[src/rtl/count_seq_ctrl.sv]
// ============================================================================
// Module   : count_seq_ctrl
// Brief    : Run/pause/clear sequencer for the 4-bit display counter.
// Revision : 1.0 - initial release
// ============================================================================
`default_nettype none

module count_seq_ctrl #(
    parameter int TICK_DIV   = 100000,
    parameter int DEB_CYCLES = 1000000
) (
    input  logic       CLK,
    input  logic       reset,
    input  logic       btn_start,
    input  logic       btn_pause,
    input  logic       btn_clear,
    input  logic       dir_sel,
    input  logic       oneshot,
    input  logic [3:0] load_val,
    input  logic [3:0] cnt_val,
    output logic       cnt_en,
    output logic       cnt_clr,
    output logic       cnt_load,
    output logic [3:0] load_data,
    output logic       cnt_dir,
    output logic [1:0] state,
    output logic       done
);

    localparam int c_DEB_W = (DEB_CYCLES > 1) ? $clog2(DEB_CYCLES) : 1;
    localparam int c_PRE_W = $clog2(TICK_DIV);
    localparam logic [c_DEB_W-1:0] c_DEB_LAST = c_DEB_W'(DEB_CYCLES - 1);
    localparam logic [c_PRE_W-1:0] c_PRE_LAST = c_PRE_W'(TICK_DIV - 1);

    typedef enum logic [1:0] {
        ST_IDLE   = 2'b00,
        ST_RUN    = 2'b01,
        ST_PAUSED = 2'b10,
        ST_DONE   = 2'b11
    } state_t;

    // Button index: 0 = start, 1 = pause, 2 = clear
    logic [2:0] w_raw;
    logic [2:0] w_press;

    assign w_raw = {btn_clear, btn_pause, btn_start};

    generate
        for (genvar i = 0; i < 3; i++) begin : g_btn
            logic               sync1_q;
            logic               sync2_q;
            logic               lvl_q;
            logic               lvl_prev_q;
            logic [c_DEB_W-1:0] deb_q;

            always_ff @(posedge CLK) begin
                if (reset) begin
                    sync1_q    <= 1'b0;
                    sync2_q    <= 1'b0;
                    lvl_q      <= 1'b0;
                    lvl_prev_q <= 1'b0;
                    deb_q      <= '0;
                end else begin
                    sync1_q    <= w_raw[i];
                    sync2_q    <= sync1_q;
                    lvl_prev_q <= lvl_q;
                    if (sync2_q == lvl_q) begin
                        deb_q <= '0;
                    end else if (deb_q == c_DEB_LAST) begin
                        lvl_q <= sync2_q;
                        deb_q <= '0;
                    end else begin
                        deb_q <= deb_q + 1'b1;
                    end
                end
            end

            assign w_press[i] = lvl_q & ~lvl_prev_q;
        end
    endgenerate

    // Only the highest-priority press in a cycle acts: clear > start > pause
    logic w_clr_act;
    logic w_start_act;
    logic w_pause_act;

    assign w_clr_act   = w_press[2];
    assign w_start_act = w_press[0] & ~w_press[2];
    assign w_pause_act = w_press[1] & ~w_press[0] & ~w_press[2];

    state_t             state_q;
    logic [c_PRE_W-1:0] presc_q;
    logic               cnt_en_q;
    logic               cnt_clr_q;
    logic               cnt_load_q;
    logic [3:0]         load_data_q;
    logic               cnt_dir_q;
    logic               done_q;

    logic w_tick;
    logic w_terminal;

    assign w_tick     = (presc_q == c_PRE_LAST);
    assign w_terminal = cnt_dir_q ? (cnt_val == 4'hF) : (cnt_val == 4'h0);

    always_ff @(posedge CLK) begin
        if (reset) begin
            state_q     <= ST_IDLE;
            presc_q     <= '0;
            cnt_en_q    <= 1'b0;
            cnt_clr_q   <= 1'b0;
            cnt_load_q  <= 1'b0;
            load_data_q <= 4'h0;
            cnt_dir_q   <= 1'b0;
            done_q      <= 1'b0;
        end else begin
            cnt_en_q   <= 1'b0;
            cnt_clr_q  <= 1'b0;
            cnt_load_q <= 1'b0;
            if (w_clr_act) begin
                cnt_clr_q <= 1'b1;
                state_q   <= ST_IDLE;
                presc_q   <= '0;
                done_q    <= 1'b0;
            end else begin
                case (state_q)
                    ST_IDLE, ST_DONE: begin
                        if (w_start_act) begin
                            cnt_load_q  <= 1'b1;
                            load_data_q <= load_val;
                            cnt_dir_q   <= dir_sel;
                            presc_q     <= '0;
                            state_q     <= ST_RUN;
                            done_q      <= 1'b0;
                        end
                    end
                    ST_RUN: begin
                        if (w_tick) begin
                            presc_q <= '0;
                            if (w_terminal && oneshot) begin
                                state_q <= ST_DONE;
                                done_q  <= 1'b1;
                            end else begin
                                cnt_en_q <= 1'b1;
                                if (w_pause_act) begin
                                    state_q <= ST_PAUSED;
                                end
                            end
                        end else if (w_pause_act) begin
                            // Prescaler freezes so resume finishes the partial period
                            state_q <= ST_PAUSED;
                        end else begin
                            presc_q <= presc_q + 1'b1;
                        end
                    end
                    ST_PAUSED: begin
                        if (w_start_act || w_pause_act) begin
                            state_q <= ST_RUN;
                        end
                    end
                    default: begin
                        state_q <= ST_IDLE;
                    end
                endcase
            end
        end
    end

    assign cnt_en    = cnt_en_q;
    assign cnt_clr   = cnt_clr_q;
    assign cnt_load  = cnt_load_q;
    assign load_data = load_data_q;
    assign cnt_dir   = cnt_dir_q;
    assign state     = state_q;
    assign done      = done_q;

endmodule

`default_nettype wire

[config.mk]
export PLATFORM = sky130hd
export DESIGN_NAME = count_seq_ctrl
export DESIGN_NICKNAME = d
export VERILOG_FILES = /design/src/rtl/count_seq_ctrl.sv
export SDC_FILE = /design/constraint.sdc
export NUM_CORES = 1
export LEC_CHECK = 0
export CORE_AREA = 2 2 115 106
export CTS_CLUSTER_DIAMETER = 150
export DETAILED_ROUTE_END_ITERATION = 8
export DIE_AREA = 0 0 117 108
export GPL_ROUTABILITY_DRIVEN = 1
export PLACE_DENSITY = 0.64
export SYNTH_ARGS = -nofsm -noshare
export SYNTH_HDL_FRONTEND = slang
export SYNTH_SLANG_ARGS = --single-unit
[constraint.sdc]
create_clock -name CLK -period 2.41 [get_ports CLK]
set_input_delay 0.482 -clock CLK [delete_from_list [all_inputs] [get_ports CLK]]
set_output_delay 0.482 -clock CLK [all_outputs]
set_load 0.05 [all_outputs]
==> metrics.md <==
| Metric | Value |
|---|---|
| Status | finished, final reports clean |
| Post-synth top area cell | dfxtp_1 |
| Minimum clock period | roughly 2.1 ns |
| Area of the die | 12600 um^2 |
| First-pass GRT wire length | approximately 16000 um |
| Tot Pwr | 3.46 mW |
| Max-Cap Viols | 0 |
| Netlist cell types | just over 50 |
| DPL Wire Length | about 6700 um |
| DR vias | roughly 3800 |
| R2R Setup Slk | roughly 0.30 ns |
| Clk Latency, worst-skew pair | 0.35 ns |
| Slew Limit Fails | 0 |
| Slew margin rel. | 0.421 |
| CP Class | flip-flop to flip-flop |
| Via/cell ratio | 5.32 |
| Most common cell in the netlist | dfxtp_1 |
| Fin nets | 573 |
| Worst-path clk slew | approximately 0.07 ns |
| Total clock buffers created by CTS | 9 |
| CP endpoint | presc_q[7] |
| Leakage | between 1.5 and 2 nW |
| Worst VDD drop | 363 uV |
| TritonCTS clock tree | built |
| Global route total overflow | 0 |
| TritonRoute pass-1 iters | 5 |
| Synthesized flop and latch total | 100 |
| Avg Inst Size Synth | roughly 8.6 um^2 |
| # Post-CTS Setup Buffers | 0 |
| IO Port Bufs | 25 |
| Actual slew at the worst max-slew pin | about 0.86 ns |
| RePlAce Congestion | around 0.85 |
| Top FF cell, synth | dfxtp_1 |
| Syn Nets | 544 |
| Post-synth EDFFs | 0 |
| DRC violation count after routing | 0 |
| FFs w/ async S/R, synth | 0 |
| Critical Path Source Type | flip-flop |
| Initial antenna violation count | 0 |
| CP required | between 2 and 3 ns |
| Vias in the first global route | 3474 |
| Synth cell count leaders | dfxtp_1 (100), nor2_1 (86), nand2_1 (44) |
| Top cell type's share of synthesized area | 0.445 |
| Share of cells above drive strength 1 | 0.0594 |
| Area Overhead vs Synth | 17.5% |
| R2R depth | 7 |
| Pwr dens | approximately 660 nW/um^2 |
| Die X | 117 um |
| Worst r2r src | state[0] |
| Peak Freq | 0.473 GHz |
| Worst EP arrival | between 2 and 2.5 ns |
| Final Hold Fails | 0 |
| Routed WL per cell | ~13 um |
| Setup-failing EPs final | 0 |
| Setup crit end kind | flip-flop |
| Tot GR Track Use | 0.160 |
| Top cells by area, synth | dfxtp_1 (44%), nor2_1 (7.2%), xor2_1 (5.8%) |
| Post-route ant nets | 0 |
| Cell count after synthesis | 523 |
| Hold Path Class | flip-flop to flip-flop |
| Largest net degree at the start of global routing | 24 |
| Num ports | 26 |
| 1st-iter DRT viols | around 240 |
| Cts repair resizes | 0 |
| RSZ-0062 raised after global routing | false |
| CTS root buffer | clkbuf_16 |
| Hold Startpoint | g_btn[1].sync1_q |
| Total Wirelength | between 9000 and 10000 um |
| CP Launch Point | state[0] |
| Starting Density | 0.397 |
| Hold buffer count at CTS | 0 |
| CTS H-tree lvls | 3 |
| Fin Setup TNS | 0 ns |
| Core area | 11300 um^2 |
| Tcrit/Tclk final | 0.877 |
| Clock Sinks | 100 |
| Row count | 37 |
| Synth Cell Area | 4500 um^2 |
| CTS max path bufs | 2 |
| Sequential element share of the synthesized area | 0.445 |
| Synth warn | 0 |
| Ant diodes | 0 |
| Die height | roughly 110 um |
| Worst R2R End | presc_q[7] |
| Crit Path Max Fanout | 5 |
| Setup Skew | 0.00798 ns |
-- critical path, stage by stage (launching register included) --
cell and delay [ns]:
dfxtp_1 0.39, inv_1 0.06, ha_1 0.32, inv_1 0.10, a21oi_1 0.11, a211o_1 0.41
or4_1 0.50, a31oi_1 0.15
-- cell usage in the layout, fill, tap and decap left out, types with 3 or more instances in the layout --
cell	netlist	layout
and3_1	14	14
clkbuf_16	0	9
nand3_1	41	41
or2_2	3	3
nor4b_1	6	6
o31a_1	3	3
clkdlybuf4s50_1	0	25
nor4_1	6	6
bufinv_16	0	3
xnor2_1	27	27
a21oi_1	14	14
nor2b_1	12	12
inv_1	10	10
mux2i_1	4	4
or4_1	4	4
dfxtp_1	100	100
nor2_1	86	86
buf_4	1	10
a21o_1	5	5
a311oi_1	6	6
nand2_1	44	44
and4_1	5	5
a31oi_1	8	8
xor2_1	30	30
nand2b_1	6	6
nor3_1	11	11
nand4_1	19	19
or3_1	5	5
ha_1	6	6
o21ai_0	8	8
-- power by group --
| part | switching (mW) | internal, mW | total [mW] |
|---|---|---|---|
| clock network | 0.623 | 1.04 | 1.67 |
| logic | 0.0732 | 0.0533 | 0.126 |
| registers | 0.00803 | 1.66 | 1.67 |
| total | 0.704 | 2.76 | 3.46 |
-- cells by family after synthesis --
family / Yosys count / share of synthesized area
multiplexers: 5 / 0.0114
adder cells (fa/ha/maj): 6 / 0.0167
flip-flops: 100 / 0.445
buffers and inverters: 27 / 0.0256
XOR/XNOR: 57 / 0.111
AND/OR/NAND/NOR: 270 / 0.300
AO/OA/AOI/OAI: 58 / 0.0901
-- state kept, by name, summed over array words and instances, names as in the netlist, 2 cells and up --
name              cells
presc_q              17
g_btn.lvl_q           3
g_btn.sync2_q         3
g_btn.deb_q          60
state                 2
g_btn.lvl_prev_q      3
g_btn.sync1_q         3
load_data             4
-- through the flow --
stage,util,setup slack [ns],std cells,area (um^2),hold slack [ns]
6_report,0.466,0.297,712,5290,0.441
5_1_grt,0.466,0.0140,712,5290,0.472
4_1_cts,0.466,0.235,712,5290,0.450
3_5_place_dp,0.436,0.104,697,4940,0.432
3_3_place_gp,0.436,0.121,697,4940,0.420
2_1_floorplan,-,0.233,523,4500,0.406
-- metal layers --
layer  track usage  routed length (um)
met1         0.206                4400
met2         0.262                4340
met3        0.0488                 557
met4        0.0429                 103
met5             0                   0
-- area by class of cell --
class | count | area (um^2)
Timing Repair Buffer | 35 | 325
Clock buffer | 10 | 239
Sequential cell | 100 | 2000
Multi-Input combinational cell | 396 | 2380
Fill cell | 1098 | 6050
Inverter | 10 | 37.5
Clock inverter | 5 | 108
Tap cell | 156 | 195
-- worst min-delay path by stage --
| stage | to | slack (ns) | cells past startpoint |
|---|---|---|---|
| 3_5_place_dp | g_btn[1].sync2_q | 0.43 | 1 |
| 3_3_place_gp | g_btn[1].sync2_q | 0.42 | 1 |
| 2_1_floorplan | cnt_clr | 0.41 | 1 |
| 5_1_grt | g_btn[1].sync2_q | 0.47 | 1 |
| 6_report | g_btn[1].sync2_q | 0.44 | 1 |
| 4_1_cts | g_btn[1].sync2_q | 0.45 | 1 |
Power figures use the tool's default switching activity.
